$ cat config.mk
export PLATFORM = sky130hd
export DESIGN_NAME = rect_cyl_seq_ctrl_flat
export DESIGN_NICKNAME = d
export VERILOG_FILES = /design/src/rtl/rect_cyl_seq_ctrl_if.sv /design/src/rtl/rect_cyl_seq_ctrl.sv /design/src/flat_wrapper.sv
export SDC_FILE = /design/constraint.sdc
export NUM_CORES = 1
export LEC_CHECK = 0
export CORE_ASPECT_RATIO = 0.6
export CORE_MARGIN = 2
export CORE_UTILIZATION = 28
export DETAILED_ROUTE_END_ITERATION = 6
export PLACE_DENSITY_LB_ADDON = 0.08
export SYNTH_ARGS = -nofsm -noshare
export SYNTH_HDL_FRONTEND = slang
export SYNTH_SLANG_ARGS = --single-unit
$ cat constraint.sdc
create_clock -name clk -period 8.4 [get_ports clk]
set_input_delay 1.68 -clock clk [delete_from_list [all_inputs] [get_ports clk]]
set_output_delay 1.68 -clock clk [all_outputs]
set_load 0.02 [all_outputs]
$ cat src/rtl/rect_cyl_seq_ctrl_if.sv
`default_nettype none
// ----------------------------------------------------------------------------
// rect_cyl_seq_ctrl_if : request/result handshake bundle for rect_cyl_seq_ctrl
// Rev 1.0 - initial release
// ----------------------------------------------------------------------------
interface rect_cyl_seq_ctrl_if #(
  parameter int W = 8
);
  logic         ena;
  logic         in_valid;
  logic         in_ready;
  logic [W-1:0] x;
  logic [W-1:0] y;
  logic         out_valid;
  logic         out_ready;
  logic [W-1:0] r;
  logic [W-1:0] theta;
  logic         busy;

  modport master (
    output ena, in_valid, x, y, out_ready,
    input  in_ready, out_valid, r, theta, busy
  );

  modport slave (
    input  ena, in_valid, x, y, out_ready,
    output in_ready, out_valid, r, theta, busy
  );
endinterface
`default_nettype wire

$ cat src/rtl/rect_cyl_seq_ctrl.sv
`default_nettype none
// ----------------------------------------------------------------------------
// rect_cyl_seq_ctrl : sequenced (x,y) -> (r, theta code) converter,
//                     bit-serial square root followed by restoring divider
// Rev 1.0 - initial release
// ----------------------------------------------------------------------------
module rect_cyl_seq_ctrl #(
  parameter int W     = 8,
  parameter int DEG45 = 45,
  parameter int DEG90 = 90
) (
  input  wire logic           clk,
  input  wire logic           rst_n,
  rect_cyl_seq_ctrl_if.slave  bus
);
  localparam int SW = 2*W + 2;           // x^2+y^2 needs 2W+1 bits; padded to whole bit pairs
  localparam int RW = W + 4;             // root remainder incl. 2-bit shift headroom
  localparam int DW = W + 6;             // dividend x*DEG45
  localparam int CW = $clog2(W + 6);

  localparam logic [2:0] S_IDLE = 3'd0;
  localparam logic [2:0] S_LOAD = 3'd1;
  localparam logic [2:0] S_SQRT = 3'd2;
  localparam logic [2:0] S_DIV  = 3'd3;
  localparam logic [2:0] S_DONE = 3'd4;

  localparam logic [W-1:0] c_max   = {W{1'b1}};
  localparam logic [W-1:0] c_deg90 = W'(DEG90);

  logic [2:0]    r_state;
  logic [W-1:0]  r_x, r_y;
  logic [SW-1:0] r_sum;
  logic [RW-1:0] r_rem;
  logic [W:0]    r_root;
  logic [DW-1:0] r_dvd;                  // dividend bits shift out, quotient bits shift in
  logic [W-1:0]  r_drem;
  logic [CW-1:0] r_cnt;
  logic [W-1:0]  r_r, r_theta;

  logic [RW-1:0] w_rem_sh, w_trial, w_rem_nxt;
  logic          w_ge;
  logic [W:0]    w_drem_sh, w_ddiff;
  logic          w_dge;
  logic [DW-1:0] w_q;
  logic [W-1:0]  w_r_sat, w_theta;

  assign w_rem_sh  = RW'({r_rem, r_sum[SW-1:SW-2]});
  assign w_trial   = RW'({r_root, 2'b01});
  assign w_ge      = (w_rem_sh >= w_trial);
  assign w_rem_nxt = w_ge ? (w_rem_sh - w_trial) : w_rem_sh;

  assign w_drem_sh = {r_drem, r_dvd[DW-1]};
  assign w_ddiff   = w_drem_sh - {1'b0, r_y};
  assign w_dge     = (w_drem_sh >= {1'b0, r_y});
  assign w_q       = {r_dvd[DW-2:0], w_dge};

  assign w_r_sat   = r_root[W] ? c_max : r_root[W-1:0];
  assign w_theta   = (r_y == '0) ? ((r_x == '0) ? '0 : c_deg90)
                   : ((|w_q[DW-1:W]) ? c_max : w_q[W-1:0]);

  assign bus.in_ready  = bus.ena && (r_state == S_IDLE);
  assign bus.out_valid = (r_state == S_DONE);
  assign bus.busy      = (r_state != S_IDLE);
  assign bus.r         = r_r;
  assign bus.theta     = r_theta;

  always_ff @(posedge clk or negedge rst_n) begin
    if (!rst_n) begin
      r_state <= S_IDLE;
      r_x     <= '0;
      r_y     <= '0;
      r_sum   <= '0;
      r_rem   <= '0;
      r_root  <= '0;
      r_dvd   <= '0;
      r_drem  <= '0;
      r_cnt   <= '0;
      r_r     <= '0;
      r_theta <= '0;
    end else if (bus.ena) begin
      case (r_state)
        S_IDLE: begin
          if (bus.in_valid) begin
            r_x     <= bus.x;
            r_y     <= bus.y;
            r_state <= S_LOAD;
          end
        end
        S_LOAD: begin
          r_sum   <= SW'(r_x) * SW'(r_x) + SW'(r_y) * SW'(r_y);
          r_dvd   <= DW'(r_x) * DW'(DEG45);
          r_rem   <= '0;
          r_root  <= '0;
          r_drem  <= '0;
          r_cnt   <= '0;
          r_state <= S_SQRT;
        end
        S_SQRT: begin
          r_sum  <= {r_sum[SW-3:0], 2'b00};
          r_rem  <= w_rem_nxt;
          r_root <= {r_root[W-1:0], w_ge};
          if (r_cnt == CW'(W)) begin
            r_cnt   <= '0;
            r_state <= S_DIV;
          end else begin
            r_cnt <= r_cnt + 1'b1;
          end
        end
        S_DIV: begin
          // divide-by-zero still runs the full length so latency never varies
          r_drem <= W'(w_dge ? w_ddiff : w_drem_sh);
          r_dvd  <= w_q;
          if (r_cnt == CW'(W + 5)) begin
            r_r     <= w_r_sat;
            r_theta <= w_theta;
            r_state <= S_DONE;
          end else begin
            r_cnt <= r_cnt + 1'b1;
          end
        end
        S_DONE: begin
          if (bus.out_ready) r_state <= S_IDLE;
        end
        default: r_state <= S_IDLE;
      endcase
    end
  end
endmodule
`default_nettype wire

$ cat src/flat_wrapper.sv
// flat-port wrapper written by rule: the top's interface ports become plain ports
module rect_cyl_seq_ctrl_flat 
#(
  parameter int W     = 8,
  parameter int DEG45 = 45,
  parameter int DEG90 = 90
)
  (clk, rst_n, bus_ena, bus_in_valid, bus_x, bus_y, bus_out_ready, bus_in_ready, bus_out_valid, bus_r, bus_theta, bus_busy);
  rect_cyl_seq_ctrl_if #(.W(W)) bus_i ();
  input  wire logic clk;
  input  wire logic rst_n;
  input wire logic [$bits(bus_i.ena)-1:0] bus_ena;
  input wire logic [$bits(bus_i.in_valid)-1:0] bus_in_valid;
  input wire logic [$bits(bus_i.x)-1:0] bus_x;
  input wire logic [$bits(bus_i.y)-1:0] bus_y;
  input wire logic [$bits(bus_i.out_ready)-1:0] bus_out_ready;
  output wire logic [$bits(bus_i.in_ready)-1:0] bus_in_ready;
  output wire logic [$bits(bus_i.out_valid)-1:0] bus_out_valid;
  output wire logic [$bits(bus_i.r)-1:0] bus_r;
  output wire logic [$bits(bus_i.theta)-1:0] bus_theta;
  output wire logic [$bits(bus_i.busy)-1:0] bus_busy;
  assign bus_i.ena = bus_ena;
  assign bus_i.in_valid = bus_in_valid;
  assign bus_i.x = bus_x;
  assign bus_i.y = bus_y;
  assign bus_i.out_ready = bus_out_ready;
  assign bus_in_ready = bus_i.in_ready;
  assign bus_out_valid = bus_i.out_valid;
  assign bus_r = bus_i.r;
  assign bus_theta = bus_i.theta;
  assign bus_busy = bus_i.busy;
  rect_cyl_seq_ctrl #(.W(W), .DEG45(DEG45), .DEG90(DEG90)) u_core (.clk(clk), .rst_n(rst_n), .bus(bus_i));
endmodule
==> Word-level counts from Yosys, hierarchy flattened <==
Index checks and enable logic that the tools add are counted.
{ "totals": {"regBits": 98, "input_bits": 21, "output_inout_bits": 19, "word_cells": 65} }
{ "op_classes": {"n_addsub": 4, "multipliers": 3, "order_cmp": 2, "eq_ne": 11, "n_mux": 19, "n_reduce_logical": 15} }
{ "ops": {"columns": ["cell", "n"], "rows": [
  ["$pmux W18 S2", 1],
  ["$mul A8 B8 Y16", 2],
  ["$mux W8", 4],
  ["$pmux W14 S2", 1],
  ["$pmux W10 S2", 1],
  ["$pmux W9 S2", 1],
  ["$add A16 B16 Y17", 1],
  ["$logic_not A8 Y1", 2],
  ["$pmux W8 S2", 1],
  ["$pmux W3 S5", 1],
  ["$mul A8 B6 Y14 const B", 1],
  ["$ge A12 B11 Y1", 1],
  ["$mux W3", 4],
  ["$pmux W4 S3", 1],
  ["$mux W10", 1],
  ["$sub A10 B10 Y10", 1],
  ["$ge A9 B8 Y1", 1],
  ["$reduce_and A3 Y1", 3],
  ["$eq A4 B4 Y1 const B", 2],
  ["$mux W4", 2],
  ["$sub A8 B8 Y8", 1],
  ["$mux W7", 1],
  ["$eq A3 B2 Y1 const B", 2],
  ["$ne A2 B2 Y1 const B", 3],
  ["other kinds (11)", 15]
]} }

==> Logic depth before layout (Yosys ltp) <==
{ "depth": {"ltp_word": 3, "depth_mapped": 22, "mapped_depth_nobuf": 21} }

==> Worst setup path before layout <==
OpenSTA, ideal clock, no wires.
{ "synth_timing": {"path_kind": "reg2reg", "startpoint": "reg u_core.r_y[2]", "endpoint": "reg u_core.r_sum[16]", "setup_ns": 0.140, "arrival_time_ns": 5.479, "required_time_ns": 8.260, "setup_slack_ns": 2.782, "stages_incl_launch_ff": 19, "path_buffers": 1, "period_less_slack_ns": 5.618, "cell_sequence": "dfrtp_1 clkbuf_1 inv_1 nor2_1 fa_1 fa_1 fa_1 fa_1 fa_1 inv_1 fa_1 inv_1 ha_1 and3_1 and3_1 a2111oi_1 o31ai_1 xnor2_1 o221ai_1"} }
{ "synth_between": {"elab_chain_len": 3} }
{ "synth_rtl": {"columns": ["element", "line", "text"], "rows": [
  ["start: declaration", "rect_cyl_seq_ctrl.sv:31", "logic [W-1:0] r_x, r_y;"],
  ["start signal: assignment", "rect_cyl_seq_ctrl.sv:85", "r_y <= bus.y;"],
  ["$mul A8 B8 Y16", "rect_cyl_seq_ctrl.sv:90", "r_sum <= SW'(r_x) * SW'(r_x) + SW'(r_y) * SW'(r_y);"],
  ["$add A16 B16 Y17", "rect_cyl_seq_ctrl.sv:90", null],
  ["$pmux W18 S2", "rect_cyl_seq_ctrl.sv:81", "case (r_state)"],
  ["end signal: assignment", "rect_cyl_seq_ctrl.sv:90", null],
  ["end signal: assignment", "rect_cyl_seq_ctrl.sv:99", "r_sum <= {r_sum[SW-3:0], 2'b00};"],
  ["end: declaration", "rect_cyl_seq_ctrl.sv:32", "logic [SW-1:0] r_sum;"]
]} }
No other way between the ends.
A chain may end at the register's enable or synchronous reset.

==> Final worst setup path <==
{ "layout_timing": {"startpoint": "reg u_core.r_y[1]", "endpoint": "reg u_core.r_sum[16]"} }
Same word-level chain as after synthesis.

==> flow_summary.toml <==
[outcome]
status = "finished, final reports clean"

[clocking]
clk_latency_ps = 370
tritoncts = "done"
cts_made_buffers = 9
clkSlewWorstSetupHoldPaths_ps = 80
hold_buffers = 0
cts.htree.levels = 3
cts_root_buffer = "clkbuf_16"
cts_resized = 0
clock_path_buffers = 2
cts_num_sinks = 98
postCtsSetupRepairBufs = 0

[global_route]
grt_max_degree = 72
antenna_found_initial = 0
overflow = 0
track_usage_pct = 16.2
grt_pass1_wl_mm = 43.1
grt_pass1_vias = 7076

[synthesis]
synth_top_area_share_pct = 26.3
syn_avg_cell_area_um2 = 9.33
synth_edf_count = 0
synth_seq_area_share_pct = 26.3
synthFlopType = "dfrtp_1"
synthCells = 999
synthesis.nets = 1209
ys_ff_latch = 98
async_flop_share_pct = 100
syn-cell-area_um2 = 9320
synth_warnings = 0
synth_area_leaders = "dfrtp_1, fa_1, ha_1"
yosys.area.top_type = "dfrtp_1"
synth.distinct_cells = 58

[route]
routed_wirelength_mm = 26.4
drc_errors = 0
drt-wirelength-per-cell_um = 17.9
ant_nets = 0
drt-vias-per-instance = 4.65
drt-initial-drc-count = 404
vias = 6881
dr.pass1.iters = 4

[sta]
min_period_ps = 6740
setup-tns-final_ps = 0
rsz0062_at_grt = "false"
tightest_slew_ps = 970
timing.final.crit_share_pct = 80.3
max_freq_ghz = 0.148
final-hold-violation-count = 0
report.final.slew_viol_count = 0
skew_ps = 10.6
setup_viol = 0
timing.slew.headroom_pct = 35.3

[critical_path]
end_kind = "flop"
crit_top_cell = "fa_1"
crit_type = "flop to flop"
start_kind = "flop"
max_stage_delay_ps = 760
path_max_fanout = 8
arrival_ps = 6970
crit_required_ps = 8620
slowest_stage = "a2111oi_1"
worstPathCellList = "clkinv_1 > nor2_1 > fa_1 > fa_1 > fa_1 > fa_1 > fa_1 > inv_1 > fa_1 > inv_1 > ha_1 > and3_1 > and3_1 > a2111oi_1 > o31ai_1 > xnor2_1 > o221ai_1"

[floorplan]
io_pins = 40
die_area_um2 = 34800
core_area_um2 = 32600
rows = 51
start_util_pct = 28.6
die_height_um = 145
die_width_um = 240

[finish]
diodes = 0
num-nets-final = 1235
layout_common_cells = "inv_1, ha_1, dfrtp_1"
multi_input_area_um2 = 6150
nFillCells = 3459
drive_above_1_share_pct = 6.02
syn2layout_area_growth_pct = 13.2
layout_commonest_cell = "inv_1"
seqCellArea_um2 = 2450

[placed_design]
place_congestion = 0.803
port-buffer-count = 39
place_hpwl_mm = 21.2

[worst_hold_path]
hp-class = "flop to flop"

[job]
max_cap_violations = 0
-- state kept, by name, indices dropped and copies added, names as in the netlist --
name	count
u_core.r_dvd	14
u_core.r_sum	18
u_core.r_state	3
u_core.bus.r	8
u_core.r_root	9
u_core.r_y	8
u_core.r_drem	8
u_core.r_cnt	4
u_core.bus.theta	8
u_core.r_rem	10
u_core.r_x	8
-- path summary, 6_finish.rpt --
kind | start | to | slack, ps | cells past startpoint
min reg2reg | u_core.r_sum[1] | u_core.r_sum[1] | 470 | 2
max | u_core.r_y[1] | u_core.r_sum[16] | 1660 | 17
min | u_core.r_sum[1] | u_core.r_sum[1] | 470 | 2
min in group asynchronous | rst_n | u_core.r_y[1] | 1240 | 1
max reg2reg | u_core.r_y[1] | u_core.r_sum[16] | 1660 | 17
max in group asynchronous | rst_n | u_core.r_dvd[3] | 5850 | 2
-- logic make-up (layout without fill, tap and decap cells) --
group | count (synthesis) | count (layout) | synth area share (%)
AND/OR/NAND/NOR | 262 | 262 | 13.2
multiplexers | 34 | 34 | 3.96
XOR/XNOR | 32 | 32 | 3.01
AO/OA/AOI/OAI | 192 | 192 | 13.3
buffers and inverters | 192 | 223 | 7.85
flip-flops | 98 | 98 | 26.3
adder cells (fa/ha/maj) | 189 | 189 | 32.4
-- metal layers --
layer	global-route usage (%)	part of all wire (%)	wire length (um)	vias to the layer above
met5	0	0	0	-
met4	2.53	0.64	170	0
met3	3.37	3.8	992	10
met2	20.0	36	9480	99
met1	27.9	60	15800	3369
li1	-	-	-	3403
-- critical path, delay by kind of cell, from the launching register on --
family          cells  cell delay, ps
fa+ha+maj           7            3390
flops               1             600
xor+xnor            1             180
buf+inv             3             540
compound gates      3            1080
simple gates        3             780
-- cells in the mapped netlist, types with 2 or more instances --
library cell	count
or3_1	11
xor2_1	8
fa_1	87
o21a_1	13
clkbuf_1	23
a221oi_1	3
dfrtp_1	98
ha_1	102
nand4_1	10
o211ai_1	6
a211oi_1	10
o221ai_1	2
o22ai_1	15
o31a_1	3
o311ai_0	6
o21bai_1	2
a21o_1	12
o21ai_1	5
xnor2_1	24
inv_1	157
a21oi_1	37
mux2_2	23
buf_2	9
or2_2	5
o21ai_0	45
nand2_1	85
nor2b_1	5
and2_1	18
o31ai_1	6
a31oi_1	15
and3_1	13
nor4_1	5
nand3b_1	2
nor3_1	12
mux2i_1	11
nand2b_1	3
nor2_1	73
a311o_1	3
nand3_1	13
-- area by class of cell --
cell class	count	area share [%]
Timing Repair Buffer	48	4.31
Inverter	159	5.65
Multi-Input combinational cell	709	58.2
Clock buffer	10	2.26
Tap cell	450	5.33
Clock inverter	6	0.972
Sequential cell	98	23.2
-- per-stage QoR --
stage                     hold slack [ps]  utilization, %  area, um2  std cells  worst slack [ps]
after global routing                  511            32.4      10600       1480              1290
after global placement                459            31.3      10200       1464              1740
after floorplan                       439               -       9320        999              2780
final                                 475            32.4      10600       1480              1660
after CTS                             479            32.4      10600       1480              1610
after detailed placement              460            31.3      10200       1464              1640
Power is not shown: default switching activity piles up to over one toggle a cycle in this logic, so the estimate is an artifact.
